==> config.mk <==
export PLATFORM = sky130hd
export DESIGN_NAME = uart_tx_arbiter
export DESIGN_NICKNAME = d
export VERILOG_FILES = /design/src/rtl/uart_ctrl_pkg.sv /design/src/rtl/rr_arbiter.sv /design/src/rtl/uart_tx_arbiter.sv
export SDC_FILE = /design/constraint.sdc
export NUM_CORES = 1
export LEC_CHECK = 0
export ABC_CLOCK_PERIOD_IN_PS = 1400
export BUFFER_PORTS_ARGS = -buffer_cell sky130_fd_sc_hd__clkbuf_2
export CORE_MARGIN = 2
export CORE_UTILIZATION = 47
export CTS_CLUSTER_DIAMETER = 50
export DETAILED_ROUTE_END_ITERATION = 10
export GPL_TIMING_DRIVEN = 0
export PLACE_DENSITY = 0.76
export REMOVE_ABC_BUFFERS = 1
export SYNTH_ARGS = -nofsm -noshare
export SYNTH_HDL_FRONTEND = slang
export SYNTH_SLANG_ARGS = --single-unit
==> constraint.sdc <==
create_clock -name clk -period 1.4 [get_ports clk]
set_input_delay 0.14 -clock clk [delete_from_list [all_inputs] [get_ports clk]]
set_output_delay 0.14 -clock clk [all_outputs]
set_load 0.03 [all_outputs]
==> src/rtl/uart_ctrl_pkg.sv <==
// Shared types and constants for the UART transmit arbitration path.
// The FSM encoding is fixed so that the debug state output can be decoded directly.
package uart_ctrl_pkg;

    localparam int UART_DATA_W = 8;
    localparam int SENT_CNT_W  = 16;

    typedef enum logic [1:0] {
        IDLE      = 2'd0,
        START     = 2'd1,
        WAIT_BUSY = 2'd2,
        WAIT_DONE = 2'd3
    } tx_state_t;

    // Width of a requester index; a single requester still gets one bit.
    function automatic int grant_width(input int n);
        return (n > 1) ? $clog2(n) : 1;
    endfunction

endpackage

==> src/rtl/rr_arbiter.sv <==
// Combinational round-robin picker: the search starts one past the last grant.
// It returns a one-hot grant, the index of the winner, and whether anyone won.
module rr_arbiter
    import uart_ctrl_pkg::*;
#(
    parameter  int NUM_REQ = 2,
    localparam int GRANT_W = grant_width(NUM_REQ)
) (
    input  logic [NUM_REQ-1:0] req,
    input  logic [GRANT_W-1:0] last,
    output logic [NUM_REQ-1:0] grant,
    output logic [GRANT_W-1:0] grant_idx,
    output logic               grant_valid
);

    always_comb begin
        int               idx;
        logic [GRANT_W-1:0] pos;
        grant       = '0;
        grant_idx   = '0;
        grant_valid = 1'b0;
        idx         = 0;
        pos         = '0;
        // k runs 1..NUM_REQ so that the last winner is considered last.
        for (int k = 1; k <= NUM_REQ; k++) begin
            idx = (int'(last) + k) % NUM_REQ;
            pos = GRANT_W'(idx);
            if (!grant_valid && req[pos]) begin
                grant_valid = 1'b1;
                grant[pos]  = 1'b1;
                grant_idx   = pos;
            end
        end
    end

endmodule

==> src/rtl/uart_tx_arbiter.sv <==
// Round-robin front end for the shared UART transmitter: grants one byte at a time,
// pulses the transmitter start, then follows busy_flag until the frame completes.
module uart_tx_arbiter
    import uart_ctrl_pkg::*;
#(
    parameter  int NUM_REQ       = 2,
    parameter  int START_TIMEOUT = 8,
    localparam int GRANT_W       = grant_width(NUM_REQ)
) (
    input  logic                           clk,
    input  logic                           reset,
    input  logic                           enable,
    input  logic [NUM_REQ-1:0]             req_valid,
    input  logic [UART_DATA_W*NUM_REQ-1:0] req_data,
    output logic [NUM_REQ-1:0]             req_ready,
    input  logic                           busy_flag,
    output logic                           tx_en,
    output logic                           begin_flag,
    output logic [UART_DATA_W-1:0]         tx_data,
    output logic [GRANT_W-1:0]             grant_id,
    output logic                           done,
    output logic                           err_timeout,
    output logic [SENT_CNT_W-1:0]          sent_count,
    output logic [1:0]                     fsm_state
);

    localparam int TMO_W = $clog2(START_TIMEOUT + 1);

    tx_state_t          state, state_next;
    logic [TMO_W-1:0]   tmo_cnt, tmo_cnt_next;
    logic [NUM_REQ-1:0] arb_grant;
    logic [GRANT_W-1:0] arb_idx;
    logic               arb_valid;
    logic               do_grant;
    logic               done_next;
    logic               tmo_next;

    rr_arbiter #(
        .NUM_REQ (NUM_REQ)
    ) u_rr (
        .req         (req_valid),
        .last        (grant_id),
        .grant       (arb_grant),
        .grant_idx   (arb_idx),
        .grant_valid (arb_valid)
    );

    // Handshake: a byte is taken at the clock edge where req_valid[i] & req_ready[i];
    // ready is offered only in IDLE, only while enabled and out of reset, and is one-hot.
    assign req_ready = do_grant ? arb_grant : '0;
    assign tx_en     = enable;
    assign fsm_state = state;

    always_comb begin
        state_next   = state;
        tmo_cnt_next = tmo_cnt;
        do_grant     = 1'b0;
        done_next    = 1'b0;
        tmo_next     = 1'b0;
        case (state)
            IDLE: begin
                if (reset && enable && arb_valid) begin
                    do_grant   = 1'b1;
                    state_next = START;
                end
            end
            START: begin
                tmo_cnt_next = '0;
                state_next   = WAIT_BUSY;
            end
            WAIT_BUSY: begin
                if (busy_flag) begin
                    state_next = WAIT_DONE;
                end else begin
                    tmo_cnt_next = tmo_cnt + 1'b1;
                    // The byte is abandoned; the requester already saw its handshake.
                    if (tmo_cnt_next == TMO_W'(START_TIMEOUT)) begin
                        tmo_next   = 1'b1;
                        state_next = IDLE;
                    end
                end
            end
            WAIT_DONE: begin
                if (!busy_flag) begin
                    done_next  = 1'b1;
                    state_next = IDLE;
                end
            end
            default: state_next = IDLE;
        endcase
    end

    always_ff @(posedge clk or negedge reset) begin
        if (!reset) begin
            state       <= IDLE;
            tmo_cnt     <= '0;
            begin_flag  <= 1'b0;
            done        <= 1'b0;
            err_timeout <= 1'b0;
            tx_data     <= '0;
            grant_id    <= GRANT_W'(NUM_REQ - 1);
            sent_count  <= '0;
        end else begin
            state       <= state_next;
            tmo_cnt     <= tmo_cnt_next;
            begin_flag  <= do_grant;
            done        <= done_next;
            err_timeout <= tmo_next;
            if (do_grant) begin
                tx_data  <= req_data[{arb_idx, 3'b000} +: UART_DATA_W];
                grant_id <= arb_idx;
            end
            if (done_next) begin
                sent_count <= sent_count + 1'b1;
            end
        end
    end

endmodule
==> results of run 1 <==
==> worst register-to-register path, cell delays in order, from the launching register on <==
cell,delay [ns]
dfrtp_2,0.38
and4_1,0.25
nand4_1,0.34
nor4_4,0.34
xor2_1,0.20
==> through the flow <==
step	hold WS [ns]	area (sq um)	power, mW	setup TNS [ns]
detailed placement	0.283	1880	2.88	-8.83
global route	-0.209	2230	3.92	-2.09
global placement	0.272	1880	2.83	-9.00
floorplan	-0.156	1560	2.44	-7.53
CTS	-0.217	2150	3.65	-0.404
finish	-0.234	2230	3.70	-0.834
==> cells in the mapped netlist, types with 3 or more instances <==
| master | number | area, sq um |
|---|---|---|
| a21oi_1 | 8 | 40.0 |
| buf_2 | 3 | 15.0 |
| dfrtp_1 | 33 | 826 |
| inv_1 | 8 | 30.0 |
| mux2i_1 | 9 | 90.1 |
| nand2_1 | 5 | 18.8 |
| nand3_1 | 8 | 40.0 |
| nand4_1 | 4 | 25.0 |
| nor2_1 | 19 | 71.3 |
| o21ai_0 | 5 | 25.0 |
| xnor2_1 | 9 | 78.8 |
| xor2_1 | 7 | 61.3 |
==> registers in the layout, summed over array words and instances (netlist names) <==
signal,cells
grant_id,1
begin_flag,1
err_timeout,1
tmo_cnt,4
tx_data,8
sent_count,16
done,1
fsm_state,2
==> metal layers <==
| layer | GRT usage [%] | vias up | share of wire (%) |
|---|---|---|---|
| met4 | 11.7 | 0 | 2.5 |
| met1 | 24.4 | 679 | 41 |
| li1 | - | 659 | - |
| met5 | 0 | - | 0 |
| met3 | 5.07 | 10 | 4.2 |
| met2 | 35.9 | 31 | 53 |
==> cells by family (layout without fill, tap and decap cells) <==
group | Yosys count | count (layout) | share of synthesized area (%)
AND/OR/NAND/NOR | 47 | 47 | 16.6
buffers and inverters | 14 | 89 | 4.24
flip-flops | 34 | 34 | 53.5
adder cells (fa/ha/maj) | 2 | 2 | 1.57
multiplexers | 11 | 11 | 7.07
AO/OA/AOI/OAI | 21 | 22 | 8.25
XOR/XNOR | 16 | 16 | 8.80
==> timing repair <==
action | CTS | global route
setup endpoints to repair | 24 | 23
resized for setup | 18 | 22
hold endpoints to repair | 33 | 33
cloned | 1 | 0
pin swaps | 6 | 8
setup buffers | 17 | 2
==> how the worst min path moves through the flow <==
stage                                endpoint  start  cells past startpoint
finish              sent_count[8]$_DFFE_PN0P_  reset                      1
global route        sent_count[8]$_DFFE_PN0P_  reset                      1
CTS                 sent_count[8]$_DFFE_PN0P_  reset                      1
floorplan                begin_flag$_DFF_PN0_  reset                      0
detailed placement  sent_count[8]$_DFFE_PN0P_  reset                      1
global placement    sent_count[8]$_DFFE_PN0P_  reset                      1
==> report_power, final <==
group	switching [mW]	internal (mW)
Sequential	0.273	1.27
Combinational	0.994	0.595
Clock	0.325	0.243
==> area by class of cell <==
class	instances	area, sq um
tap	46	57.6
multi-input combinational	98	792
clock buffer	7	55.1
timing repair buffer	73	435
fill	250	1050
clock inverter	1	5.00
inverter	8	30.0
sequential	34	856
==> results.ini, run 1 <==
[outcome]
status=finished with violations
violations=hold timing, setup timing

[clock_network]
root_buffer=clkbuf_4
worstSkewPairLatency_ns=0.34
cts.sinks=34
clk_pin_slew_ns=0.10
clockBufferDepth=2
numCtsBuffers=5
cts_tree=done
h-tree-depth=2

[cells_and_area]
instances_no_fill=267
mostFrequentLayoutCells=49 x clkbuf_2, 30 x dfrtp_1, 20 x buf_4
nets=244
drive_above_1_share_pct=48.0
mostFrequentLayoutCell=clkbuf_2
antenna_cells=0
fin_util_pct=67.9
syn_to_final_growth_pct=40.1

[grt]
grtUsageTotal_pct=21.1
overflow=0
grt_pass1_wl_um=6360
antenna_found_initial=0
grt_pass1_vias=1389
grt_max_degree=37

[synth]
ys_types=34
synthCells=145
seq_area_frac_synth_pct=53.5
synth_flop_cell=dfrtp_1
netlist_area_sq_um=1590
synth_edf_count=0
ys_ff_latch=34
syn_avg_cell_area_sq_um=11.0
async_reset_ff_share_pct=100
yosys_warnings=0

[timing]
timing.hold.ws_ns=-0.234
setup_viol=10
worst_pin_slew_ns=0.481
final-hold-violation-count=33
timing.fmax_ghz=0.630
rsz0062_at_grt=yes
period_minus_slack_ns=1.59
fin_skew_ns=0.00822
slew_headroom_pct=68.0
fin_crit_sh_pct=113
fin_ws_ns=-0.187
drv_slew=0

[route]
drt_wl_total_um=4040
drtAntennaViolNets=0
drc=0
drt_iter0_markers=45
dr.pass1.iters=4
via_count=1379
wl_per_cell_um=15.1
via_per_inst=5.16

[worst_setup_path]
timing.reg2reg.setup_slack_ns=-0.19
r2r-start=sent_count[5]$_DFFE_PN0P_
crit_slowest_cell=dfrtp_2
cp_num_cells=4
crit_chain=and4_1 > nand4_1 > nor4_4 > xor2_1
cp_data_required_time_ns=1.66
critPathBufInv=0
cp_slowest_stage_delay_ns=0.38
worstSetupPathType=reg2reg
critPathTopFamily=simple AND/OR/NAND/NOR gates
crit_path_end=sent_count[14]$_DFFE_PN0P_
r2r-end=sent_count[14]$_DFFE_PN0P_
worstPathArrival_ns=1.84
path_max_fanout=3
critPathLaunchType=flop
ff2ff_path_depth=4
crit_path_start=sent_count[5]$_DFFE_PN0P_
end_kind=flop

[place]
port_buffers=54
placed_cells=239
gp_congestion=0.836
place_ws_ns=-0.798
dpl.hpwl_um=2410

[pwr]
leakagePower_nw=1.11
pwr_density_cell_nw_per_um2=1660
ir_drop_v=0.000885

[die]
fp.dieW_um=62.2
chipHeight_um=62.2
die-area_sq_um=3870
initial_utilization_pct=48.5
rows=21
ios=55
core_sq_um=3280

[worst_hold_path]
worstHoldPathType=in2async

[flow_run]
drv_cap=0

No activity file was read; power rests on OpenSTA's default activity.
==> run 2: changes to the inputs <==
- ABC_CLOCK_PERIOD_IN_PS: 1400 -> default
- REMOVE_ABC_BUFFERS: 1 -> default
==> run 2 against run 1 <==
The run still ends with hold timing, setup timing left. Core utilization is 0.46 points higher. Worst setup slack worse by 0.085 ns. Critical path depth is 1 higher. First-iteration DRC count is 2.2% higher. Die area stayed put. Wire length is 9.3% lower. Sequential power hardly changed. Critical path type is now reg2out.
==> results.ini, run 2 (synthesis gave the netlist of run 1 again) <==
[worst_setup_path]
r2r-start=fsm_state[1]$_DFFE_PN0P_
critPathTopFamily=flip-flops
timing.reg2reg.setup_slack_ns=-0.21
cp_slowest_stage_delay_ns=0.44
cp_data_required_time_ns=1.26
ff2ff_path_depth=6
r2r-end=sent_count[14]$_DFFE_PN0P_
critPathLaunchType=flop
crit_chain=nor2_4 > o2111a_2 > buf_6 > and3b_2 > buf_8
critPathBufInv=2
path_max_fanout=4
worstSetupPathType=reg2out
end_kind=output pin
crit_slowest_cell=dfrtp_2
worstPathArrival_ns=1.53

[timing]
fin_crit_sh_pct=119
slew_headroom_pct=68.6
fin_ws_ns=-0.272
timing.hold.ws_ns=-0.234
period_minus_slack_ns=1.67
final-hold-violation-count=33
rsz0062_at_grt=yes
drv_slew=0
worst_pin_slew_ns=0.470
fin_skew_ns=0.0105
timing.fmax_ghz=0.598
setup_viol=10

[route]
via_per_inst=5.08
drt_wl_total_um=3660
drtAntennaViolNets=0
drt_iter0_markers=46
wl_per_cell_um=13.8
drc=0
via_count=1351
dr.pass1.iters=5

[outcome]
status=finished with violations
violations=hold timing, setup timing

[synth]
synth_fp_nets=169

[cells_and_area]
drive_above_1_share_pct=51.4
syn_to_final_growth_pct=41.0
largest_register_ff_count=16
mostFrequentLayoutCells=51 x clkbuf_2, 25 x dfrtp_1, 15 x buf_4
largestRegisters=sent_count (16), tx_data (8), tmo_cnt (4)
regMostFlops=sent_count
design_area_sq_um=2250
mostFrequentLayoutCell=clkbuf_2
multi_input_area_sq_um=781
instances_no_fill=266
regArea_sq_um=862
fillers=255
nets=243
antenna_cells=0

[pwr]
ir_drop_v=0.00105
finalPower_mw=3.77
leakagePower_nw=1.10
pwr_density_cell_nw_per_um2=1680

[grt]
top_usage_layer=met2
antenna_found_initial=0
use_met2_pct=34.6
grtUsageTotal_pct=20.3
grt.met3_usage_pct=5.07
grt_use_met1_pct=23.6
grt_max_degree=36
overflow=0
grt_pass1_vias=1388
grt_pass1_wl_um=6180

[place]
place_area_sq_um=1940
dpl.hpwl_um=2350
port_buffers=54
placed_cells=245
gp_congestion=0.716

[die]
die-area_sq_um=3870
core_sq_um=3280
fp.dieW_um=62.2
ios=55
rows=21
chipHeight_um=62.2
initial_utilization_pct=48.5

[clock_network]
clk_pin_slew_ns=0.10
h-tree-depth=2
numCtsBuffers=5
clockBufferDepth=2
root_buffer=clkbuf_4
cts_tree=done
cts.sinks=34
worstSkewPairLatency_ns=0.34

[flow_run]
drv_cap=0

[worst_hold_path]
worstHoldPathType=in2async

-- run 2: cell types whose count changed in the layout (fill, tap and decap cells not counted), moves of 3 or more --
cell | previous run | this run
dfrtp_1 | 30 | 25
buf_4 | 20 | 15
clkbuf_8 | 3 | 0
dfrtp_2 | 3 | 8
-- run 2: stage by stage --
stage          hold slack (ns)  utilization (%)  setup TNS [ns]  worst slack, ns
4_1_cts                 -0.225             65.1          -0.879           -0.324
5_1_grt                 -0.212             68.4           -2.12           -0.348
2_1_floorplan           -0.156                -         -0.0446          -0.0446
6_report                -0.234             68.4           -1.05           -0.272
3_3_place_gp             0.267             59.0           -2.98           -0.469
3_5_place_dp             0.291             59.0           -3.83           -0.518
-- run 2: final cells by class --
cell class	instances	area share (%)
sequential	34	38.4
multi-input combinational	97	34.8
timing repair buffer	67	17.4
tap	46	2.56
buffer	6	2.23
clock buffer	7	2.01
clock inverter	1	1.34
inverter	8	1.34
-- run 2: report_power, final --
group	switching [mW]	leakage (nW)	internal, mW
sequential	0.263	0.413	1.27
clock	0.331	0.0395	0.379
combinational	0.963	0.646	0.568
-- run 2: repair_timing --
| item | CTS | global route |
|---|---|---|
| endpoints found under the hold margin | 33 | 33 |
| resized for setup | 18 | 22 |
| pin swaps | 4 | 6 |
| cloned | 0 | 0 |
| setup buffers | 8 | 6 |
| endpoints found under the setup margin | 6 | 20 |
-- run 2: how the worst max path moves through the flow --
stage / start / to / slack [ns] / depth (start not counted)
2_1_floorplan: grant_id$_DFFE_PN1P_ / req_ready[0] / -0.04 / 3
3_3_place_gp: reset / req_ready[0] / -0.47 / 5
3_5_place_dp: reset / req_ready[0] / -0.52 / 5
4_1_cts: fsm_state[0]$_DFFE_PN0P_ / req_ready[0] / -0.32 / 5
5_1_grt: fsm_state[1]$_DFFE_PN0P_ / req_ready[0] / -0.35 / 5
6_report: fsm_state[1]$_DFFE_PN0P_ / req_ready[0] / -0.27 / 5
-- run 2: layer usage --
| layer | vias to the layer above | share of wire, % |
|---|---|---|
| met4 | 0 | 2.5 |
| li1 | 650 | - |
| met1 | 638 | 42 |
| met5 | - | 0 |
| met2 | 50 | 49 |
| met3 | 13 | 6.2 |
